`src/rtl/codasip_init_pkg.sv`:
```
// Shared constants for the post-reset initialisation sequencer.
//   INIT_ST_W  : width of the sequencer state register
//   init_st_e  : sequencer states (IDLE, CLEAR, WAIT_MEM, RUN)
//   TMO_W      : width of the mem_ready timeout counter
package codasip_init_pkg;

    localparam int INIT_ST_W = 2;
    localparam int TMO_W     = 8;

    typedef enum logic [INIT_ST_W-1:0] {
        ST_IDLE     = 2'd0,
        ST_CLEAR    = 2'd1,
        ST_WAIT_MEM = 2'd2,
        ST_RUN      = 2'd3
    } init_st_e;

endpackage

```
`src/rtl/d_ff_rst_t.sv`:
```
// Generic resettable register.
//   clk : clock, rising edge
//   rst : reset, polarity RESET_LEVEL, synchronous when RESET_SYNC=1
//   d   : next value
//   q   : registered value, RESET_VAL while reset is active
module d_ff_rst_t #(
    parameter int               WIDTH       = 1,
    parameter bit               RESET_LEVEL = 1'b0,
    parameter bit               RESET_SYNC  = 1'b1,
    parameter logic [WIDTH-1:0] RESET_VAL   = '0
) (
    input  logic             clk,
    input  logic             rst,
    input  logic [WIDTH-1:0] d,
    output logic [WIDTH-1:0] q
);

    generate
        if (RESET_SYNC) begin : g_sync
            always_ff @(posedge clk) begin
                if (rst == RESET_LEVEL) q <= RESET_VAL;
                else                    q <= d;
            end
        end else if (RESET_LEVEL == 1'b0) begin : g_async_lo
            always_ff @(posedge clk or negedge rst) begin
                if (!rst) q <= RESET_VAL;
                else      q <= d;
            end
        end else begin : g_async_hi
            always_ff @(posedge clk or posedge rst) begin
                if (rst) q <= RESET_VAL;
                else     q <= d;
            end
        end
    endgenerate

endmodule

```
`src/rtl/codasip_init_seq_t.sv`:
```
// Post-reset initialisation sequencer. On reset_ACT it clears the register
// file through a dedicated write port, waits for mem_ready, strobes the boot
// PC and then releases the core (core_run follows main_ACT only in RUN).
//   CLK, RST (sync, active low)
//   reset_ACT, main_ACT, mem_ready        : startup controller / memory inputs
//   rf_we, rf_addr, rf_wd                 : register-file clear port
//   pc_load, pc_value                     : boot PC load strobe and value
//   core_run, init_done, init_err         : core release and status
module codasip_init_seq_t
    import codasip_init_pkg::*;
#(
    parameter int                   RF_ADDR_W   = 5,
    parameter int                   RF_DATA_W   = 32,
    parameter logic [RF_DATA_W-1:0] BOOT_ADDR   = '0,
    parameter int                   SKIP_X0     = 1,
    parameter int                   MEM_TIMEOUT = 255
) (
    input  logic                 CLK,
    input  logic                 RST,
    input  logic                 reset_ACT,
    input  logic                 main_ACT,
    input  logic                 mem_ready,
    output logic                 rf_we,
    output logic [RF_ADDR_W-1:0] rf_addr,
    output logic [RF_DATA_W-1:0] rf_wd,
    output logic                 pc_load,
    output logic [RF_DATA_W-1:0] pc_value,
    output logic                 core_run,
    output logic                 init_done,
    output logic                 init_err
);

    localparam logic [RF_ADDR_W-1:0] ADDR_FIRST = (SKIP_X0 != 0) ? RF_ADDR_W'(1) : '0;
    localparam logic [RF_ADDR_W-1:0] ADDR_LAST  = '1;
    localparam logic [TMO_W-1:0]     TMO_LIMIT  = TMO_W'(MEM_TIMEOUT);
    localparam logic [TMO_W-1:0]     TMO_MAX    = '1;

    logic [INIT_ST_W-1:0] state_q, state_d;
    logic [RF_ADDR_W-1:0] addr_q,  addr_d;
    logic [TMO_W-1:0]     tmo_q,   tmo_d, tmo_inc;
    logic                 err_q,   err_d;

    d_ff_rst_t #(.WIDTH(INIT_ST_W), .RESET_LEVEL(1'b0), .RESET_SYNC(1'b1)) u_state (
        .clk(CLK), .rst(RST), .d(state_d), .q(state_q));
    d_ff_rst_t #(.WIDTH(RF_ADDR_W), .RESET_LEVEL(1'b0), .RESET_SYNC(1'b1)) u_addr (
        .clk(CLK), .rst(RST), .d(addr_d), .q(addr_q));
    d_ff_rst_t #(.WIDTH(TMO_W), .RESET_LEVEL(1'b0), .RESET_SYNC(1'b1)) u_tmo (
        .clk(CLK), .rst(RST), .d(tmo_d), .q(tmo_q));
    d_ff_rst_t #(.WIDTH(1), .RESET_LEVEL(1'b0), .RESET_SYNC(1'b1)) u_err (
        .clk(CLK), .rst(RST), .d(err_d), .q(err_q));

    // Saturating increment: the counter parks at its maximum so a long wait
    // can never wrap below the timeout threshold.
    assign tmo_inc = (tmo_q == TMO_MAX) ? tmo_q : tmo_q + 1'b1;

    always_comb begin
        state_d   = state_q;
        addr_d    = addr_q;
        tmo_d     = tmo_q;
        err_d     = err_q;
        rf_we     = 1'b0;
        rf_addr   = '0;
        rf_wd     = '0;
        pc_load   = 1'b0;
        pc_value  = '0;
        core_run  = 1'b0;
        init_done = 1'b0;

        case (init_st_e'(state_q))
            ST_CLEAR: begin
                rf_we   = 1'b1;
                rf_addr = addr_q;
                if (addr_q == ADDR_LAST) begin
                    state_d = ST_WAIT_MEM;
                    addr_d  = '0;
                end else begin
                    addr_d  = addr_q + 1'b1;
                end
            end
            ST_WAIT_MEM: begin
                if (mem_ready) begin
                    // A simultaneous restart suppresses the boot strobe.
                    pc_load  = !reset_ACT;
                    pc_value = reset_ACT ? '0 : BOOT_ADDR;
                    state_d  = ST_RUN;
                    tmo_d    = '0;
                end else begin
                    tmo_d = tmo_inc;
                    if (tmo_inc >= TMO_LIMIT) err_d = 1'b1;
                end
            end
            ST_RUN: begin
                init_done = 1'b1;
                core_run  = main_ACT;
            end
            default: ;
        endcase

        // Restart has priority over every transition; init_err is kept as-is.
        if (reset_ACT) begin
            state_d = ST_CLEAR;
            addr_d  = ADDR_FIRST;
            tmo_d   = '0;
            err_d   = err_q;
        end
    end

    assign init_err = err_q;

endmodule

```
`config.mk`:
```
export PLATFORM = sky130hd
export DESIGN_NAME = codasip_init_seq_t
export DESIGN_NICKNAME = d
export VERILOG_FILES = /design/src/rtl/codasip_init_pkg.sv /design/src/rtl/d_ff_rst_t.sv /design/src/rtl/codasip_init_seq_t.sv
export SDC_FILE = /design/constraint.sdc
export NUM_CORES = 1
export LEC_CHECK = 0
export ABC_CLOCK_PERIOD_IN_PS = 2500
export CORE_ASPECT_RATIO = 1.2
export CORE_MARGIN = 5
export CORE_UTILIZATION = 35
export CTS_CLUSTER_SIZE = 14
export DETAILED_ROUTE_END_ITERATION = 12
export GPL_TIMING_DRIVEN = 0
export PLACE_DENSITY = 0.72
export SYNTH_ARGS = -nofsm -noshare
export SYNTH_HDL_FRONTEND = slang
export SYNTH_SLANG_ARGS = --single-unit
```
`constraint.sdc`:
```
create_clock -name CLK -period 2.5 [get_ports CLK]
set_input_delay 0.25 -clock CLK [delete_from_list [all_inputs] [get_ports CLK]]
set_output_delay 0.25 -clock CLK [all_outputs]
set_load 0.005 [all_outputs]
```
==> summary.md <==
| Metric | Value |
|---|---|
| Status | finished clean |
| # fillers | slightly above 400 |
| First-pass GRT wire length | ~4600 µm |
| Die area | around 5500 µm² |
| CTS buffer count | 3 |
| Placed cell area | 1870 µm² |
| Chip width | between 60 and 70 µm |
| Synthesized area | between 1000 and 1500 µm² |
| Final period util | around four fifths |
| Nets | between 200 and 300 |
| Crit-path slowest cell | dfxtp_1 |
| Root Buffer | clkbuf_8 |
| Rows | 25 |
| Compound-Gate Fraction of Synth Area | 15.9% |
| DRC | 0 |
| Number of synthesized flops with an enable pin | 0 |
| Share of cells above drive strength 1 | 31.2% |
| Post-CTS setup buffers | 0 |
| Max Clock Freq | approximately 510 MHz |
| Final Wtd Congestion | about 0.90 |
| Main synth FF type | dfxtp_1 |
| Largest family of logic cells by synthesized area | buffers and inverters |
| Hold Path Origin | mem_ready |
| Total power | between 0.5 and 0.6 mW |
| CTS resizes | 0 |
| CTS Hold Bufs | 0 |
| I/O pins | 79 |
| CTS tree | done |
| Worst hold slack | ~0.46 ns |
| DRT antenna net count | 0 |
| Synth area leaders | buf_4 34%, dfxtp_1 22%, a21oi_1 3.5% |
| Dpl cells | between 300 and 400 |
| CP peak stage delay | roughly 0.45 ns |
| Avg Vias per Cell | roughly 3.8 |
| Final std cells w/o fill | ~310 |
| CTS sink count | 16 |
| Die Height | between 80 and 90 µm |
| WL/cell | a little under 9 µm |
| FF-to-FF End | u_tmo.q[4]$_SDFFE_PP0P_ |
| Area grow syn2layout | 33.1% |
| Critical path capture point type | primary output |
| Startpoint Class | flip-flop |
| Mean post-synth cell area | 7.94 µm² |
| Initial DRC count | between 40 and 50 |
| Max-Cap Viols | 0 |
| Hold Path End | u_tmo.q[7]$_SDFFE_PP0P_ |
| Post-route cell area | 1910 µm² |
| Largest net degree at the start of global routing | 11 |
| Post-Syn Instances | approximately 180 |
| Vias in the first global route | around 1,100 |
| Setup TNS Final | 0 ns |
| Post-synth ARST share | 0% |
| RSZ-0062 raised after global routing | false |
| Max Slew Vio Count | 0 |
| Leak | ~0.95 nW |
| Adder-Cell Fraction of Synth Area | ~2.6% |
| XOR/XNOR Fraction of Synth Area | 0% |
| R2R setup slack | 0.82 ns |
| Initial core utilization | 36.2% |
| Clock slew at reported path FFs | ~0.06 ns |
| Cell class contributing the biggest share of worst-path delay | buffers and inverters |
| Clk_lat worst skew | ~0.24 ns |
| Routed WL | around 2800 µm |
| R2r worst-path depth | 5 |
| Post-synthesis simple-gate area fraction | between 20 and 25% |
| Yosys warns | 0 |
| Clock skew | 0.000965 ns |
| H-tree levels | 1 |
| Sequential fraction of the synthesis area | 22.3% |
| Initial antenna violation count | 0 |
| # setup viols final | 0 |
| Routed vias | 1,195 |
| Drt pass-1 iters | 4 |
| GRT Total Usage | 10.3% |
| Synth area leader | buf_4 |
| Arr. time, crit path | around 1.7 ns |
| Area of the multi-input gates | around 830 µm² |
| Port Buf Inserts | 13 |
| Final Hold Viols | 0 |
| Number of synthesized register bits | 16 |
| Count of different cell masters after synthesis | between 40 and 50 |
| Cell Chain, Critical Path | nand2b_1 -> buf_2 -> inv_2 -> and2_1 -> clkdlybuf4s50_1 |
| Max Root-Sink Buffers | 2 |
| Hold Crit Class | in -> reg |
| Minimum clock period | between 1.5 and 2 ns |
| Peak VDD IR | ~0.13 mV |
| R2R Path Start | u_tmo.q[0]$_SDFFE_PP0P_ |
| Mux contribution to synthesized area | 0% |
| Sequential cell area | 320 µm² |
| Yosys top cell area share | between 30% and 40% |
| # diodes | 0 |
| Hold Path Depth | 3 |
| Core area | slightly below 4000 µm² |
| Global route overflow | 0 |
| Crit path kind | reg -> out |
| CP max FO | 9 |
| CP required | 2.25 ns |
| Critical path buffers and inverters | 3 |
| Power per cell area | around 300 nW/µm² |
| DP Wirelength | approximately 2300 µm |
-- where the power goes --
group	leakage (nW)	internal (mW)	switching [mW]	total, mW
registers	0.130	0.258	0.00429	0.262
logic	0.800	0.0807	0.0543	0.135
clock network	0.0216	0.107	0.0827	0.189
-- placed cells by master, fill, tap and decap left out, types with 2 or more instances in the layout --
master           netlist  layout
buf_4                 65      65
conb_1                 1      64
dfxtp_1               16      16
clkdlybuf4s50_1        0      13
nand2_1               12      12
a21oi_1               10      10
a211oi_1               6       6
nor2_1                 6       6
and2_1                 5       5
nor2b_1                4       4
a31oi_1                4       4
o21ai_0                4       4
nor3_1                 4       4
nand3_1                4       4
buf_2                  3       3
o21bai_1               3       3
ha_1                   3       3
clkbuf_8               0       3
nand2b_1               2       2
o21a_1                 2       2
o31ai_1                2       2
nand4_1                2       2
-- synthesized netlist by cell type, types with 2 or more instances --
master,number
nor2_1,6
nand3_1,4
buf_2,3
and2_1,5
a31oi_1,4
nor2b_1,4
nand2b_1,2
dfxtp_1,16
o21a_1,2
o31ai_1,2
o21ai_0,4
nor3_1,4
a211oi_1,6
nand4_1,2
a21oi_1,10
nand2_1,12
buf_4,65
ha_1,3
o21bai_1,3
-- worst max-delay path by stage --
| stage | from | endpoint | slack, ns | depth (start not counted) |
|---|---|---|---|---|
| after floorplan | u_tmo.q[0]$_SDFFE_PP0P_ | u_tmo.q[3]$_SDFFE_PP0P_ | 1.03 | 5 |
| after global placement | reset_ACT | pc_load | 0.72 | 3 |
| after detailed placement | reset_ACT | pc_load | 0.76 | 3 |
| after CTS | u_state.q[1]$_SDFFE_PP0P_ | rf_addr[4] | 0.53 | 5 |
| after global routing | u_state.q[1]$_SDFFE_PP0P_ | rf_addr[1] | 0.43 | 5 |
| final | u_state.q[1]$_SDFFE_PP0P_ | rf_addr[4] | 0.54 | 5 |
-- layer usage --
| layer | GRT usage, % | share of wire [%] | wire length, µm | vias to the layer above |
|---|---|---|---|---|
| li1 | - | - | - | 655 |
| met1 | 11.4 | 41 | 1130 | 502 |
| met2 | 19.1 | 52 | 1450 | 38 |
| met3 | 2.52 | 7.2 | 201 | 0 |
| met4 | 2.39 | 0 | 0 | 0 |
| met5 | 0 | 0 | 0 | - |
-- per-stage QoR --
stage	setup slack, ns	utilization, %
finish	0.543	48.1
CTS	0.526	48.1
floorplan	1.03	-
global placement	0.718	47.1
detailed placement	0.760	47.1
global route	0.426	48.1
-- worst register-to-register path, stage by stage (launching register included) --
cell and delay [ns]:
dfxtp_1 0.46, ha_1 0.37, nand4_2 0.16, nor2_2 0.26
o21bai_1 0.12, a211oi_1 0.23
-- state kept, by name, summed over array words and instances, names as in the netlist --
register / cells
u_addr.q: 5
u_err.q: 1
u_state.q: 2
u_tmo.q: 8
-- final cells by class --
cell class / instances / share of cell area, %
timing repair buffer: 13 / 6.81
clock buffer: 3 / 2.16
inverter: 2 / 0.393
tap: 54 / 3.53
multi-input combinational: 156 / 43.3
sequential: 16 / 16.8
buffer: 70 / 27.1
-- kinds of logic (layout without fill, tap and decap cells) --
| family | after synthesis | in the layout |
|---|---|---|
| AOI/OAI and AO/OA | 35 | 35 |
| adders and majority gates | 3 | 3 |
| buffers and inverters | 72 | 88 |
| DFF | 16 | 16 |
| other | 1 | 64 |
| and+or+nand+nor | 54 | 54 |
Power figures use the tool's default switching activity.
